$ cat config.mk
export PLATFORM = sky130hd
export DESIGN_NAME = rf_wb_arbiter_flat
export DESIGN_NICKNAME = d
export VERILOG_FILES = /design/src/rtl/rf_wb_arbiter_if.sv /design/src/rtl/rf_wb_arbiter.sv /design/src/flat_wrapper.sv
export SDC_FILE = /design/constraint.sdc
export NUM_CORES = 1
export LEC_CHECK = 0
export CAP_MARGIN = 20
export CORE_UTILIZATION = 44
export DETAILED_ROUTE_END_ITERATION = 7
export PLACE_DENSITY_LB_ADDON = 0.05
export RECOVER_POWER = 100
export SYNTH_ARGS = -nofsm -noshare
export SYNTH_HDL_FRONTEND = slang
export SYNTH_SLANG_ARGS = --single-unit
$ cat constraint.sdc
create_clock -name clk -period 3.98 [get_ports clk]
set_clock_uncertainty 0.2 [all_clocks]
set_input_delay 0.796 -clock clk [delete_from_list [all_inputs] [get_ports clk]]
set_output_delay 0.796 -clock clk [all_outputs]
set_load 0.02 [all_outputs]
$ cat src/rtl/rf_wb_arbiter_if.sv
// rtl/rf_wb_arbiter_if.sv - writeback/long-latency/decode/register-file signal bundle for rf_wb_arbiter
interface rf_wb_arbiter_if;
    logic        wb_we;
    logic [4:0]  wb_rd;
    logic [31:0] wb_wd;
    logic        wb_hold;
    logic        lu_valid;
    logic [4:0]  lu_rd;
    logic [31:0] lu_wd;
    logic        lu_ready;
    logic        lu_iss;
    logic [4:0]  lu_iss_rd;
    logic [4:0]  rs1;
    logic [4:0]  rs2;
    logic        rs1_en;
    logic        rs2_en;
    logic [4:0]  rd_chk;
    logic        rd_chk_en;
    logic        hz_stall;
    logic        RFWr;
    logic [4:0]  A3;
    logic [31:0] WD;

    modport slave (
        input  wb_we, wb_rd, wb_wd, lu_valid, lu_rd, lu_wd, lu_iss, lu_iss_rd,
        input  rs1, rs2, rs1_en, rs2_en, rd_chk, rd_chk_en,
        output wb_hold, lu_ready, hz_stall, RFWr, A3, WD
    );

    modport master (
        output wb_we, wb_rd, wb_wd, lu_valid, lu_rd, lu_wd, lu_iss, lu_iss_rd,
        output rs1, rs2, rs1_en, rs2_en, rd_chk, rd_chk_en,
        input  wb_hold, lu_ready, hz_stall, RFWr, A3, WD
    );
endinterface

$ cat src/rtl/rf_wb_arbiter.sv
// rtl/rf_wb_arbiter.sv - register-file write-port arbiter between WB and a long-latency unit, with busy scoreboard
module rf_wb_arbiter #(
    parameter int STARVE_LIM = 4,
    parameter int CNT_W      = 4
) (
    input logic          clk,
    input logic          rst,
    rf_wb_arbiter_if.slave bus
);
    typedef enum logic [1:0] {
        ST_IDLE  = 2'd0,
        ST_WAIT  = 2'd1,
        ST_FORCE = 2'd2
    } state_t;

    state_t             state, state_nxt;
    logic [CNT_W-1:0]   cnt, cnt_nxt;
    logic               hold_q;
    logic [31:0]        busy, busy_nxt, clr_mask, busy_eff;
    logic               wb_act, wb_grant, lu_grant;

    always_comb begin
        wb_act = bus.wb_we && (bus.wb_rd != 5'd0);
        if (state == ST_FORCE) begin
            wb_grant = 1'b0;
            lu_grant = 1'b1;
        end else begin
            wb_grant = wb_act;
            lu_grant = bus.lu_valid && !wb_act;
        end
    end

    always_comb begin
        bus.RFWr = 1'b0;
        bus.A3   = 5'd0;
        bus.WD   = 32'd0;
        if (wb_grant) begin
            bus.RFWr = 1'b1;
            bus.A3   = bus.wb_rd;
            bus.WD   = bus.wb_wd;
        end else if (lu_grant && (bus.lu_rd != 5'd0)) begin
            bus.RFWr = 1'b1;
            bus.A3   = bus.lu_rd;
            bus.WD   = bus.lu_wd;
        end
    end

    assign bus.lu_ready = lu_grant;
    // Registered decode of FORCE so the WB freeze cannot glitch.
    assign bus.wb_hold  = hold_q;

    always_comb begin
        state_nxt = state;
        cnt_nxt   = cnt;
        case (state)
            ST_IDLE: begin
                if (bus.lu_valid && wb_act) begin
                    state_nxt = ST_WAIT;
                    cnt_nxt   = CNT_W'(1);
                end
            end
            ST_WAIT: begin
                if (!bus.lu_valid || lu_grant) begin
                    state_nxt = ST_IDLE;
                    cnt_nxt   = '0;
                end else if (cnt == CNT_W'(STARVE_LIM - 1)) begin
                    state_nxt = ST_FORCE;
                end else begin
                    cnt_nxt = cnt + CNT_W'(1);
                end
            end
            ST_FORCE: begin
                state_nxt = ST_IDLE;
                cnt_nxt   = '0;
            end
            default: begin
                state_nxt = ST_IDLE;
                cnt_nxt   = '0;
            end
        endcase
    end

    // Set after clear so a same-cycle reissue of the retiring register stays busy.
    always_comb begin
        clr_mask = lu_grant ? (32'd1 << bus.lu_rd) : 32'd0;
        busy_nxt = busy & ~clr_mask;
        if (bus.lu_iss && (bus.lu_iss_rd != 5'd0)) begin
            busy_nxt[bus.lu_iss_rd] = 1'b1;
        end
        busy_nxt[0] = 1'b0;
    end

    always_comb begin
        busy_eff     = busy & ~clr_mask;
        bus.hz_stall = (busy_eff[bus.rs1]    && bus.rs1_en) ||
                       (busy_eff[bus.rs2]    && bus.rs2_en) ||
                       (busy_eff[bus.rd_chk] && bus.rd_chk_en);
    end

    always_ff @(posedge clk or posedge rst) begin
        if (rst) begin
            state  <= ST_IDLE;
            cnt    <= '0;
            hold_q <= 1'b0;
            busy   <= 32'd0;
        end else begin
            state  <= state_nxt;
            cnt    <= cnt_nxt;
            hold_q <= (state_nxt == ST_FORCE);
            busy   <= busy_nxt;
        end
    end
endmodule

$ cat src/flat_wrapper.sv
// flat-port wrapper written by rule: the top's interface ports become plain ports
module rf_wb_arbiter_flat 
#(
    parameter int STARVE_LIM = 4,
    parameter int CNT_W      = 4
)
  (clk, rst, bus_wb_we, bus_wb_rd, bus_wb_wd, bus_lu_valid, bus_lu_rd, bus_lu_wd, bus_lu_iss, bus_lu_iss_rd, bus_rs1, bus_rs2, bus_rs1_en, bus_rs2_en, bus_rd_chk, bus_rd_chk_en, bus_wb_hold, bus_lu_ready, bus_hz_stall, bus_RFWr, bus_A3, bus_WD);
  rf_wb_arbiter_if bus_i ();
  input logic clk;
  input logic rst;
  input wire logic [$bits(bus_i.wb_we)-1:0] bus_wb_we;
  input wire logic [$bits(bus_i.wb_rd)-1:0] bus_wb_rd;
  input wire logic [$bits(bus_i.wb_wd)-1:0] bus_wb_wd;
  input wire logic [$bits(bus_i.lu_valid)-1:0] bus_lu_valid;
  input wire logic [$bits(bus_i.lu_rd)-1:0] bus_lu_rd;
  input wire logic [$bits(bus_i.lu_wd)-1:0] bus_lu_wd;
  input wire logic [$bits(bus_i.lu_iss)-1:0] bus_lu_iss;
  input wire logic [$bits(bus_i.lu_iss_rd)-1:0] bus_lu_iss_rd;
  input wire logic [$bits(bus_i.rs1)-1:0] bus_rs1;
  input wire logic [$bits(bus_i.rs2)-1:0] bus_rs2;
  input wire logic [$bits(bus_i.rs1_en)-1:0] bus_rs1_en;
  input wire logic [$bits(bus_i.rs2_en)-1:0] bus_rs2_en;
  input wire logic [$bits(bus_i.rd_chk)-1:0] bus_rd_chk;
  input wire logic [$bits(bus_i.rd_chk_en)-1:0] bus_rd_chk_en;
  output wire logic [$bits(bus_i.wb_hold)-1:0] bus_wb_hold;
  output wire logic [$bits(bus_i.lu_ready)-1:0] bus_lu_ready;
  output wire logic [$bits(bus_i.hz_stall)-1:0] bus_hz_stall;
  output wire logic [$bits(bus_i.RFWr)-1:0] bus_RFWr;
  output wire logic [$bits(bus_i.A3)-1:0] bus_A3;
  output wire logic [$bits(bus_i.WD)-1:0] bus_WD;
  assign bus_i.wb_we = bus_wb_we;
  assign bus_i.wb_rd = bus_wb_rd;
  assign bus_i.wb_wd = bus_wb_wd;
  assign bus_i.lu_valid = bus_lu_valid;
  assign bus_i.lu_rd = bus_lu_rd;
  assign bus_i.lu_wd = bus_lu_wd;
  assign bus_i.lu_iss = bus_lu_iss;
  assign bus_i.lu_iss_rd = bus_lu_iss_rd;
  assign bus_i.rs1 = bus_rs1;
  assign bus_i.rs2 = bus_rs2;
  assign bus_i.rs1_en = bus_rs1_en;
  assign bus_i.rs2_en = bus_rs2_en;
  assign bus_i.rd_chk = bus_rd_chk;
  assign bus_i.rd_chk_en = bus_rd_chk_en;
  assign bus_wb_hold = bus_i.wb_hold;
  assign bus_lu_ready = bus_i.lu_ready;
  assign bus_hz_stall = bus_i.hz_stall;
  assign bus_RFWr = bus_i.RFWr;
  assign bus_A3 = bus_i.A3;
  assign bus_WD = bus_i.WD;
  rf_wb_arbiter #(.STARVE_LIM(STARVE_LIM), .CNT_W(CNT_W)) u_core (.clk(clk), .rst(rst), .bus(bus_i));
endmodule
# Word level (Yosys, flattened, before mapping)
# Index checks and enable logic that the tools add are counted.
dict set report totals {
  in_bits 102
  out_inout_bits 41
  elab_cells 65
  ff_bits 38
}
dict set report op_classes {
  bitwise_logic 3
  n_addsub 1
  magnitude_cmp 5
  mux 26
  eq_ne 6
  n_shift 1
  reduce_logical 19
}
# operator count
set op_table {}
lappend op_table {{32-bit two-way mux} 4}
lappend op_table {{32-bit bitwise AND} 1}
lappend op_table {{32-bit inverter} 1}
lappend op_table {{32-bit bitwise OR} 1}
lappend op_table {{1-bit by 5-bit << shifter with 32-bit output, first input constant} 1}
lappend op_table {{5-bit by 6-bit < comparator with 1-bit output, second input constant} 4}
lappend op_table {{1-bit binary-select mux with 5-bit select} 3}
lappend op_table {{5-bit nonzero test} 3}
lappend op_table {{4-bit two-way mux} 3}
lappend op_table {{5-bit two-way mux} 2}
lappend op_table {{1-bit logical AND} 9}
lappend op_table {{1-bit two-way mux} 8}
lappend op_table {{4-bit case mux with 2 select lines} 1}
lappend op_table {{2-bit two-way mux} 3}
lappend op_table {{1-bit demux with 5-bit select} 1}
lappend op_table {{5-bit by 1-bit >= comparator with 1-bit output, second input constant} 1}
lappend op_table {{4-bit by 1-bit adder with 4-bit output, second input constant} 1}
lappend op_table {{2-bit equality test, second input constant} 2}
lappend op_table {{4-bit by 2-bit equality test with 1-bit output, second input constant} 1}
lappend op_table {{2-bit case mux with 2 select lines} 1}
lappend op_table {{1-bit logical OR} 3}
lappend op_table {{3-bit by 2-bit != test with 1-bit output, second input constant} 1}
lappend op_table {{2-bit by 1-bit equality test with 1-bit output, second input constant} 1}
lappend op_table {{1-bit zero test} 2}
lappend op_table {{3 further kinds} 3}

# Depth between registers and ports, before layout
dict set report logic_depth {
  depth_word 13
  ltp_mapped 10
  mapped_depth_nobuf 8
}

# Worst setup path before layout
# OpenSTA, ideal clock, no wires.
dict set report synth_path {
  kind {in2out}
  startpoint {in bus_wb_rd[3]}
  endpoint {out bus_hz_stall}
  path_stages 9
  t_required_ns 2.984
  arrival_ns 2.739
  path_buffers 1
  setup_slack_ns 0.245
  cell_sequence {nor4_4 nand3b_2 buf_6 a21o_1 o21a_1 mux4_2 o211ai_2 a221o_1 nand4_1}
}
dict set report synth_via {
  elab_chain_cells 13
  word_cells_on_any_way 19
  cone_classes {8 x mux; 2 x bitwise; 9 x reduce/logical}
}
# item line
set synth_rtl {}
lappend synth_rtl {{start, declared} flat_wrapper.sv:12} ;# input wire logic [$bits(bus_i.wb_rd)-1:0] bus_wb_rd;
lappend synth_rtl {{5-bit nonzero test (*)} rf_wb_arbiter.sv:23} ;# wb_act = bus.wb_we && (bus.wb_rd != 5'd0);
lappend synth_rtl {{1-bit logical AND (*)} rf_wb_arbiter.sv:23}
lappend synth_rtl {{1-bit zero test (*)} rf_wb_arbiter.sv:29} ;# lu_grant = bus.lu_valid && !wb_act;
lappend synth_rtl {{1-bit logical AND (*)} rf_wb_arbiter.sv:29}
lappend synth_rtl {{1-bit two-way mux (*)} rf_wb_arbiter.sv:24} ;# if (state == ST_FORCE) begin
lappend synth_rtl {{32-bit two-way mux (*)} rf_wb_arbiter.sv:85} ;# clr_mask = lu_grant ? (32'd1 << bus.lu_rd) : 32'd0;
lappend synth_rtl {{32-bit inverter (*)} rf_wb_arbiter.sv:94} ;# busy_eff = busy & ~clr_mask;
lappend synth_rtl {{32-bit bitwise AND (*)} rf_wb_arbiter.sv:94}
lappend synth_rtl {{1-bit binary-select mux with 5-bit select, on equally long branches} {rf_wb_arbiter.sv:95, rf_wb_arbiter.sv:96}}
lappend synth_rtl {{1-bit two-way mux, on equally long branches} {rf_wb_arbiter.sv:95, rf_wb_arbiter.sv:96}}
lappend synth_rtl {{1-bit logical AND, on equally long branches} {rf_wb_arbiter.sv:95, rf_wb_arbiter.sv:96}}
lappend synth_rtl {{1-bit logical OR} rf_wb_arbiter.sv:95} ;# bus.hz_stall = (busy_eff[bus.rs1] && bus.rs1_en) ||
lappend synth_rtl {{1-bit logical OR (*)} rf_wb_arbiter.sv:96} ;# (busy_eff[bus.rs2] && bus.rs2_en) ||
lappend synth_rtl {{end, declared} flat_wrapper.sv:27} ;# output wire logic [$bits(bus_i.hz_stall)-1:0] bus_hz_stall;
# Every way passes the cells marked *; elsewhere a longest branch is shown, timed or not. The select of a mux whose other input is x is not followed.

# Worst setup path after layout
dict set report layout_path {
  startpoint {in bus_lu_valid}
  endpoint {out bus_hz_stall}
}
dict set report layout_via {
  elab_chain_cells 10
  word_cells_on_any_way 16
  cone_classes {8 x mux; 2 x bitwise; 6 x reduce/logical}
}
# item line
set layout_rtl {}
lappend layout_rtl {{start, declared} flat_wrapper.sv:14} ;# input wire logic [$bits(bus_i.lu_valid)-1:0] bus_lu_valid;
lappend layout_rtl {{1-bit logical AND (*)} rf_wb_arbiter.sv:29}
lappend layout_rtl {{1-bit two-way mux (*)} rf_wb_arbiter.sv:24}
lappend layout_rtl {{32-bit two-way mux (*)} rf_wb_arbiter.sv:85}
lappend layout_rtl {{32-bit inverter (*)} rf_wb_arbiter.sv:94}
lappend layout_rtl {{32-bit bitwise AND (*)} rf_wb_arbiter.sv:94}
lappend layout_rtl {{1-bit binary-select mux with 5-bit select, on equally long branches} {rf_wb_arbiter.sv:95, rf_wb_arbiter.sv:96}}
lappend layout_rtl {{1-bit two-way mux, on equally long branches} {rf_wb_arbiter.sv:95, rf_wb_arbiter.sv:96}}
lappend layout_rtl {{1-bit logical AND, on equally long branches} {rf_wb_arbiter.sv:95, rf_wb_arbiter.sv:96}}
lappend layout_rtl {{1-bit logical OR} rf_wb_arbiter.sv:95}
lappend layout_rtl {{1-bit logical OR (*)} rf_wb_arbiter.sv:96}
# Marked as above.

==> run_results.csv <==
group,metric,value,unit
synthesis,synth_top_area_share,27.6,%
synthesis,syn_area,3450,um2
floorplanning,core_area,7410,um2
global_route,grt_pass1_wl,24800,um
drt,drc,0,
synthesis,synth_warnings,0,
layout,regArea,951,um2
placement,dpl.cell_count,734,
cts,cts_sinks,38,
global_route,grt_max_degree,39,
sta,rsz0062_at_grt,"yes",
worst_setup_path,cp.required,2.98,ns
layout,drive_above_1_share,23.9,%
synthesis,yosysSeqAreaShare,27.6,%
drt,ant_nets,0,
floorplanning,die_h,90.5,um
pwr,p_sw,586,uW
cts,cts.clk_slew.worst_paths,0.08,ns
run,maxCapViolCount,1,
pwr,power.density,257,nW/um2
layout,multi_input_area,2530,um2
synthesis,yosys-top-cells-count,"dfrtp_1 (38), a22o_1 (37), o21ai_0 (36), nor2_1 (33), nand2_1 (27)",
layout,area_delta_synth_final,71.9,%
pwr,pwr-share-seq,34.1,%
synthesis,synth_largest_area_cell,"dfrtp_1",
cts,tritoncts,"yes",
floorplanning,ios,143,
pwr,total_power,1.52,mW
drt,drtIter0Drc,813,
placement,place_ws,-0.910,ns
drt,routedWlPerCell,22.3,um
cts,cts.path.max_buffers,2,
layout,utilization,80.0,%
worst_setup_path,setup.worst_path.class,"primary input to output pin",
sta,setup_ws,-0.176,ns
layout,fill_cells,496,
layout,instances_no_fill,747,
pwr,peakVddDrop,0.000206,V
cts,cts_made_buffers,5,
synthesis,async_flop_share,100,%
worst_setup_path,crit_path_end_kind,"output pin",
synthesis,syn-mean-instance-area,8.05,um2
sta,finalCriticalPeriod,4.16,ns
drt,drtPass1Iterations,7,
global_route,grt_pass1_vias,4664,
synthesis,synth_edf_count,0,
synthesis,ys_ff_latch,38,
pwr,p_sw_share,38.5,%
sta,tightest_slew,2.14,ns
synthesis,yosysMostFrequentCell,"dfrtp_1",
drt,drt-met1-wl,6020,um
placement,post-dp-hpwl,12200,um
synthesis,synthesis.nets,531,
floorplanning,rows,31,
sta,hold_viol_final,0,
floorplanning,initial_utilization,46.5,%
worst_setup_path,cp-start-kind,"primary input",
outcome,status,"finished with violations",
cts,cts_max_level,2,
drt,top_layer,"met4",
layout,nets,751,
layout,antenna_cells,0,
drt,wirelength,16700,um
sta,finalCritPeriodShare,104,%
pwr,power.leakage,2.64,nW
sta,max_freq,0.241,GHz
sta,drv_slew,39,
pwr,p_clk_share,18.0,%
placement,gp_congestion,1.06,
drt,dr_wl_met2,7660,um
floorplanning,die_w,90.5,um
cts,cts_root_buf,"clkbuf_8",
synthesis,synth_cells,428,
global_route,grt_usage,38.8,%
synthesis,synth_cell_type_count,71,
outcome,violations,"max-capacitance violations, max-slew violations, negative setup slack",
worst_setup_path,cp_max_fo,5,
cts,clock_latency,0.30,ns
sta,slew_headroom,-42.9,%
pwr,combinationalPowerShare,47.9,%
synthesis,synth_ff_type,"dfrtp_1",
drt,num_vias,4848,
synthesis,synthTopCellsByArea,"dfrtp_1 (28%), a22o_1 (9.4%), o21ai_0 (5.2%), nor2_1 (3.6%), nand2_1 (2.9%)",
placement,port-buffer-count,142,
worst_hold_path,min_path_type,"flop to flop",
global_route,gr-total-overflow,0,
sta,setup_viol,1,
pwr,internal_power,938,uW
global_route,antenna_found_initial,0,
floorplanning,dieArea,8190,um2
worst_setup_path,cp.arrival,3.16,ns
drt,routed_via_density,6.49,
drt,wl_met3,2030,um
final cells by class:
| type | count | area share [%] |
|---|---|---|
| sequential | 38 | 16.0 |
| multi-input combinational | 343 | 42.7 |
| clock inverter | 1 | 0.127 |
| inverter | 20 | 1.27 |
| tap | 99 | 2.09 |
| clock buffer | 6 | 1.22 |
| timing repair buffer | 240 | 36.5 |
placed cells by master, fill, tap and decap left out, types with 6 or more instances in the layout:
cell type        instances
a211oi_1                 6
a22o_1                  37
a31oi_1                  6
and3_1                  10
buf_4                   92
clkdlybuf4s50_1         95
dfrtp_1                 38
dlygate4sd2_1           29
dlymetal6s2s_1          11
inv_1                   18
nand2_1                 25
nand3_1                 16
nand3b_1                 8
nor2_1                  33
nor3_1                   9
o211a_1                  6
o211ai_1                 7
o21a_1                  10
o21ai_0                 27
o21ai_1                 15
o21ai_2                  7
o21bai_1                 9
power groups by stage:
| stage | Sequential [mW] | Combinational [mW] | Clock (mW) |
|---|---|---|---|
| after floorplan | 0.501 | 0.332 | 0 |
| after global placement | 0.516 | 0.673 | 0 |
| after detailed placement | 0.518 | 0.682 | 0 |
| after CTS | 0.512 | 0.690 | 0.270 |
| after global routing | 0.526 | 0.764 | 0.284 |
| final | 0.519 | 0.730 | 0.274 |
flip-flops by register name (all words and copies together) (netlist names):
| signal | cells |
|---|---|
| u_core.state | 2 |
| u_core.busy | 31 |
| u_core.cnt | 4 |
| u_core.bus.wb_hold | 1 |
metrics by stage:
stage	TNS [ns]	instance area, um2	hold WS, ns
finish	-0.176	5930	0.366
global route	-0.207	5930	0.403
CTS	-0.0619	5800	0.351
detailed placement	-10.28	5580	0.334
global placement	-9.08	5580	0.325
floorplan	0	3450	0.274
critical path, cell delays in order:
cell	delay, ns
dlygate4sd2_1	0.26
inv_2	0.13
buf_4	0.14
nor3b_4	0.04
buf_4	0.17
o21ai_4	0.19
a21oi_1	0.12
mux4_2	0.50
a211o_1	0.25
a221o_1	0.31
nand4_1	0.10
buf_4	0.15
layer usage:
metal  GRT usage, %  vias up
met2           64.8      384
met3           9.26      118
li1               -     2108
met5              0        -
met1           48.5     2238
met4           13.8        0
timing repair:
item | in CTS | in global routing
cloned | 1 | 1
hold buffers | 0 | 0
setup buffers | 1 | 3
pin swaps | 18 | 12
hold endpoints to repair | 0 | 0
gates resized for setup | 96 | 32
setup endpoints to repair | 39 | 12
worst paths after layout:
path	start	to	slack [ns]	cells after the start
worst max-delay path	bus_lu_valid	bus_hz_stall	-0.18	12
max in group asynchronous	rst	u_core.busy[26]	0.84	3
worst max register to register	u_core.state[0]	u_core.busy[21]	1.82	6
min in group asynchronous	rst	u_core.cnt[3]	1.52	3
worst min register to register	u_core.busy[14]	u_core.busy[14]	0.37	2
worst min-delay path	u_core.busy[14]	u_core.busy[14]	0.37	2
cells by family after synthesis:
logic type | share of synthesized area [%]
and+or+nand+nor | 22.9
muxes | 3.41
xor gates and xnor gates | 0.508
buffers and inverters | 5.73
AOI/OAI and AO/OA | 39.5
adders and majority gates | 0.363
DFF | 27.6
Note: power is estimated with default switching activity, not from simulation.
